**src/rtl/ram_arbiter.sv**
```systemverilog
// Round-robin two-port sequencer for a single-port synchronous RAM: latches the
// winning one-word request, drives the registered RAM interface and returns read data.
module ram_arbiter #(
   parameter int ADDR_W = 14,
   parameter int DATA_W = 8,
   parameter int RD_LAT = 2
) (
   input  logic              clk,
   input  logic              rst,
   input  logic              req0,
   input  logic              we0,
   input  logic [ADDR_W-1:0] addr0,
   input  logic [DATA_W-1:0] wdata0,
   output logic              ack0,
   input  logic              req1,
   input  logic              we1,
   input  logic [ADDR_W-1:0] addr1,
   input  logic [DATA_W-1:0] wdata1,
   output logic              ack1,
   output logic [DATA_W-1:0] rdata,
   output logic              busy,
   output logic [ADDR_W-1:0] mem_addr,
   output logic [DATA_W-1:0] mem_data,
   output logic              mem_wren,
   input  logic [DATA_W-1:0] mem_q
);

   localparam logic [1:0] S_IDLE  = 2'd0;
   localparam logic [1:0] S_WRITE = 2'd1;
   localparam logic [1:0] S_READ  = 2'd2;
   localparam logic [1:0] S_DONE  = 2'd3;

   localparam int CNT_W = (RD_LAT > 1) ? $clog2(RD_LAT) : 1;
   localparam logic [CNT_W-1:0] CNT_LAST = CNT_W'(RD_LAT - 1);

   logic [1:0]        state_q, state_d;
   logic              sel_q, sel_d;
   logic              last_grant_q, last_grant_d;
   logic [CNT_W-1:0]  cnt_q, cnt_d;
   logic [ADDR_W-1:0] mem_addr_q, mem_addr_d;
   logic [DATA_W-1:0] mem_data_q, mem_data_d;
   logic              mem_wren_q, mem_wren_d;
   logic              ack0_q, ack0_d;
   logic              ack1_q, ack1_d;
   logic [DATA_W-1:0] rdata_q, rdata_d;
   logic              busy_q, busy_d;

   logic              gnt0_s;
   logic              gnt1_s;
   logic              win_we_s;
   logic [ADDR_W-1:0] win_addr_s;
   logic [DATA_W-1:0] win_data_s;

   // On a tie the port that did not win last time is served.
   assign gnt0_s     = req0 & (~req1 | last_grant_q);
   assign gnt1_s     = req1 & ~gnt0_s;
   assign win_we_s   = gnt1_s ? we1    : we0;
   assign win_addr_s = gnt1_s ? addr1  : addr0;
   assign win_data_s = gnt1_s ? wdata1 : wdata0;

   // Next-state logic; acks and write enable are set one cycle early so they come out registered.
   always_comb begin
      state_d      = state_q;
      sel_d        = sel_q;
      last_grant_d = last_grant_q;
      cnt_d        = cnt_q;
      mem_addr_d   = mem_addr_q;
      mem_data_d   = mem_data_q;
      mem_wren_d   = 1'b0;
      ack0_d       = 1'b0;
      ack1_d       = 1'b0;
      rdata_d      = rdata_q;
      case (state_q)
         S_IDLE: begin
            if (gnt0_s || gnt1_s) begin
               sel_d        = gnt1_s;
               last_grant_d = gnt1_s;
               cnt_d        = {CNT_W{1'b0}};
               mem_addr_d   = win_addr_s;
               mem_data_d   = win_data_s;
               if (win_we_s) begin
                  state_d    = S_WRITE;
                  mem_wren_d = 1'b1;
               end else begin
                  state_d    = S_READ;
               end
            end else begin
               state_d = S_IDLE;
            end
         end
         S_WRITE: begin
            state_d = S_DONE;
            ack0_d  = ~sel_q;
            ack1_d  = sel_q;
         end
         S_READ: begin
            if (cnt_q == CNT_LAST) begin
               rdata_d = mem_q;
               state_d = S_DONE;
               ack0_d  = ~sel_q;
               ack1_d  = sel_q;
            end else begin
               cnt_d = cnt_q + CNT_W'(1);
            end
         end
         S_DONE: begin
            state_d = S_IDLE;
         end
         default: begin
            state_d = S_IDLE;
         end
      endcase
      busy_d = (state_d != S_IDLE);
   end

   // State and output registers.
   always_ff @(posedge clk or negedge rst) begin
      if (!rst) begin
         state_q      <= S_IDLE;
         sel_q        <= 1'b0;
         last_grant_q <= 1'b1;
         cnt_q        <= {CNT_W{1'b0}};
         mem_addr_q   <= {ADDR_W{1'b0}};
         mem_data_q   <= {DATA_W{1'b0}};
         mem_wren_q   <= 1'b0;
         ack0_q       <= 1'b0;
         ack1_q       <= 1'b0;
         rdata_q      <= {DATA_W{1'b0}};
         busy_q       <= 1'b0;
      end else begin
         state_q      <= state_d;
         sel_q        <= sel_d;
         last_grant_q <= last_grant_d;
         cnt_q        <= cnt_d;
         mem_addr_q   <= mem_addr_d;
         mem_data_q   <= mem_data_d;
         mem_wren_q   <= mem_wren_d;
         ack0_q       <= ack0_d;
         ack1_q       <= ack1_d;
         rdata_q      <= rdata_d;
         busy_q       <= busy_d;
      end
   end

   assign ack0     = ack0_q;
   assign ack1     = ack1_q;
   assign rdata    = rdata_q;
   assign busy     = busy_q;
   assign mem_addr = mem_addr_q;
   assign mem_data = mem_data_q;
   assign mem_wren = mem_wren_q;

endmodule

```
**config.mk**
```make
export PLATFORM = sky130hd
export DESIGN_NAME = ram_arbiter
export DESIGN_NICKNAME = d
export VERILOG_FILES = /design/src/rtl/ram_arbiter.sv
export SDC_FILE = /design/constraint.sdc
export NUM_CORES = 1
export LEC_CHECK = 0
export BUFFER_PORTS_ARGS = -buffer_cell sky130_fd_sc_hd__buf_4
export CORE_UTILIZATION = 30
export CTS_CLUSTER_DIAMETER = 100
export DETAILED_ROUTE_END_ITERATION = 16
export PLACE_DENSITY = 0.64
export SYNTH_ARGS = -nofsm -noshare
export SYNTH_HDL_FRONTEND = slang
export SYNTH_SLANG_ARGS = --single-unit
```
**constraint.sdc**
```tcl
create_clock -name clk -period 1.35 [get_ports clk]
set_input_delay 0.135 -clock clk [delete_from_list [all_inputs] [get_ports clk]]
set_output_delay 0.135 -clock clk [all_outputs]
set_load 0.02 [all_outputs]
```
==> summary.md <==
| Metric | Value |
|---|---|
| RSZ-0062 raised after global routing | `yes` |
| Vias | `1668` |
| Root Driver | `clkbuf_8` |
| Simple-gate share of the synthesized area | `11.9%` |
| Post-synthesis xor/xnor area fraction | `0%` |
| Slew headroom | `67.5%` |
| Status | `finished, final reports clean` |
| TritonCTS clock tree | `yes` |
| Syn Std Cell Area | `roughly 0.0018 sq mm` |
| Seq/Total Area, Yosys | `55.5%` |
| Ys Warns | `0` |
| IO Port Bufs | `91` |
| Largest family of logic cells by synthesized area | `compound AO/OA/AOI/OAI gates` |
| Synth area leader | `dfrtp_1` |
| Skew final | `3.03 ps` |
| Final WL | `4800 um` |
| Max FO, Critical Path | `5` |
| Number of global-route vias before repair | `1669` |
| FP Rows | `27` |
| Post-DP Area | `0.00259 sq mm` |
| First drt pass iteration count | `4` |
| Share of cells above drive strength 1 | `a little under 60%` |
| Count leader, synth | `a21oi_1` |
| Max clock buf depth | `2` |
| Synth Instances | `177` |
| Area of the die | `0.00618 sq mm` |
| Clock Sink Count | `39` |
| Setup crit end kind | `flop` |
| Async set-reset flop share out of synthesis | `100%` |
| Htree depth | `2` |
| EDFF count, synth | `0` |
| Die Ht | `78.6 um` |
| Starting Density | `31.6%` |
| Setup crit start kind | `flop` |
| Post CTS Setup Buffer Count | `0` |
| Final Hold Vio Count | `0` |
| Pwr/cell area | `2370 mW/mm^2` |
| CORE AREA | `0.00557 sq mm` |
| Max Cap Viol | `0` |
| Synth top area cells | `dfrtp_1 54%, a21oi_1 13%, nor2_1 5.5%` |
| Worst skew pair latency | `290 ps` |
| WL/cell | `13.6 um` |
| Post-synthesis compound-gate area fraction | `19.8%` |
| Slew @ Worst Pin | `488 ps` |
| Tmin final | `1320 ps` |
| Clk slew on worst S/H paths | `around 70 ps` |
| HPWL Detailed | `3340 um` |
| Syn avg cell area | `9.95 sq um` |
| Worst IR Drop VDD | `0.894 mV` |
| Die W | `78.6 um` |
| Max Slew Vio Count | `0` |
| Worst setup slack after layout | `around 33 ps` |
| Initial DRC Count | `43` |
| Crit Path Class | `reg2reg` |
| Fmax | `759 MHz` |
| Largest net degree at the start of global routing | `40` |
| Ports | `about 90` |
| Worst Path Required | `1520 ps` |
| Number of diodes | `0` |
| Number of vias per cell | `between 4 and 5` |
| CTS Buf Count | `5` |
| First-pass GRT wire length | `7620 um` |
| Final setup viols | `0` |
| Top cells by count, synth | `45 x a21oi_1, 38 x dfrtp_1, 26 x nor2_1` |
| Slowest cell delay on critical path | `400 ps` |
| Pre-CTS WS | `-145 ps` |
| Overall Global Routing Usage | `16.0%` |
| Final instance area | `about 0.0029 sq mm` |
| Primary FF master, synth | `dfrtp_1` |
| Hold Crit Class | `in2reg` |
| Arr. time, crit path | `1490 ps` |
| Multi-input combinational cell area | `835 sq um` |
| Number of synthesized register bits | `39` |
| Crit-path cells | `inv_2 > ha_1 > and2_4 > mux2_2` |
| Crit share post-route | `97.5%` |
| Syn nets | `238` |
| P_leak | `between 1 and 1.5 nW` |
| Initial antenna violation count | `0` |
| Final RePlAce weighted congestion | `0.770` |
| Routed Antenna Nets | `0` |
| Slowest CP cell | `dfrtp_1` |
| Post-synth top area share | `54.0%` |
| Sequential cell area | `roughly 1000 sq um` |
| Post-synthesis mux area share | `about 5%` |
| Fillcell total | `about 540` |
| DRC | `0` |
| Post-Synth Adder-Cell Area | `2.13%` |
| GRT Residual Overflow | `0` |
| Nets | `between 300 and 400` |
| Syn-to-layout area delta | `62.4%` |
| Synth unique cells | `23` |
-- sequential cells by signal, indices dropped and copies added, names as in the netlist --
name	flops
sel_q	1
last_grant_q	1
busy	1
cnt_q	1
mem_wren	1
ack1	1
state_q	2
ack0	1
mem_addr	14
rdata	8
mem_data	8
-- critical path, delay by kind of cell (launching register included) --
| family | cells | cell delay [ps] |
|---|---|---|
| DFF | 1 | 400 |
| muxes | 1 | 340 |
| buffers and inverters | 1 | 70 |
| and+or+nand+nor | 1 | 200 |
| adders and majority gates | 1 | 200 |
-- report_power, final --
| group | leakage [nW] | total, mW | internal, mW | switching, mW |
|---|---|---|---|---|
| Clock | 0.0422 | 0.740 | 0.362 | 0.378 |
| Sequential | 0.453 | 2.15 | 1.77 | 0.384 |
| Combinational | 0.843 | 3.89 | 1.88 | 2.01 |
-- kinds of logic (layout without fill, tap and decap cells) --
group,count (synthesis),after routing
mux,8,8
buf+inv,14,118
flops,39,39
simple gates,53,54
fa+ha+maj,3,3
compound gates,60,60
-- cell type report --
type	instances	share of cell area, %
clock inverters	1	0.175
flip-flops and latches	39	34.2
well taps	72	3.15
repair buffers	106	30.1
inverters	4	0.525
multi-input cells	125	29.2
clock buffers	7	2.67
-- final timing paths --
path                                      start                       end  slack (ps)  depth (start not counted)
min reg2reg                   sel_q$_DFFE_PN0P_            ack0$_DFF_PN0_         440                          1
min                                    mem_q[3]      rdata[3]$_DFFE_PN0P_          80                          2
max                        state_q[0]$_DFF_PN0_      rdata[2]$_DFFE_PN0P_          30                          4
min in group asynchronous                   rst   mem_addr[3]$_DFFE_PN0P_         360                          2
max reg2reg                state_q[0]$_DFF_PN0_      rdata[2]$_DFFE_PN0P_          30                          4
max in group asynchronous                   rst  last_grant_q$_DFFE_PN1P_         640                          2
-- cells in the final DEF (no fill, tap or decap), types with 2 or more instances in the layout --
master	n
buf_4	99
dfrtp_1	38
a21oi_1	27
nand2_1	23
a21oi_2	21
nor2_2	14
nor2_1	12
mux2_2	8
clkbuf_8	5
inv_1	3
o21ai_0	3
buf_12	3
and2_4	2
ha_1	2
clkbuf_1	2
buf_6	2
-- per-stage QoR --
| stage | cells | utilization [%] | hold slack [ps] | TNS, ps | total power [mW] |
|---|---|---|---|---|---|
| floorplan | 177 | - | -161 | 0 | 4.06 |
| global placement | 343 | 46.4 | 140 | -1320 | 5.49 |
| detailed placement | 343 | 46.4 | 146 | -3060 | 5.57 |
| CTS | 352 | 48.6 | 67.8 | 0 | 6.44 |
| global route | 354 | 51.3 | 60.6 | -107 | 7.26 |
| finish | 354 | 51.3 | 76.9 | 0 | 6.79 |
-- layer usage --
layer | vias up | global-route usage, % | share of wire [%]
li1 | 810 | - | -
met1 | 789 | 19.1 | 44
met2 | 64 | 26.6 | 47
met3 | 5 | 4.65 | 6.9
met4 | 0 | 6.67 | 1.3
met5 | - | 0 | 0
-- repair_timing --
| action | CTS | global route |
|---|---|---|
| resized for setup | 6 | 37 |
| endpoints found under the setup margin | 36 | 26 |
| hold endpoints to repair | 38 | 0 |
| pin swaps | 1 | 0 |
| hold buffers | 1 | 0 |
| cloned | 0 | 2 |
Power figures use the tool's default switching activity.
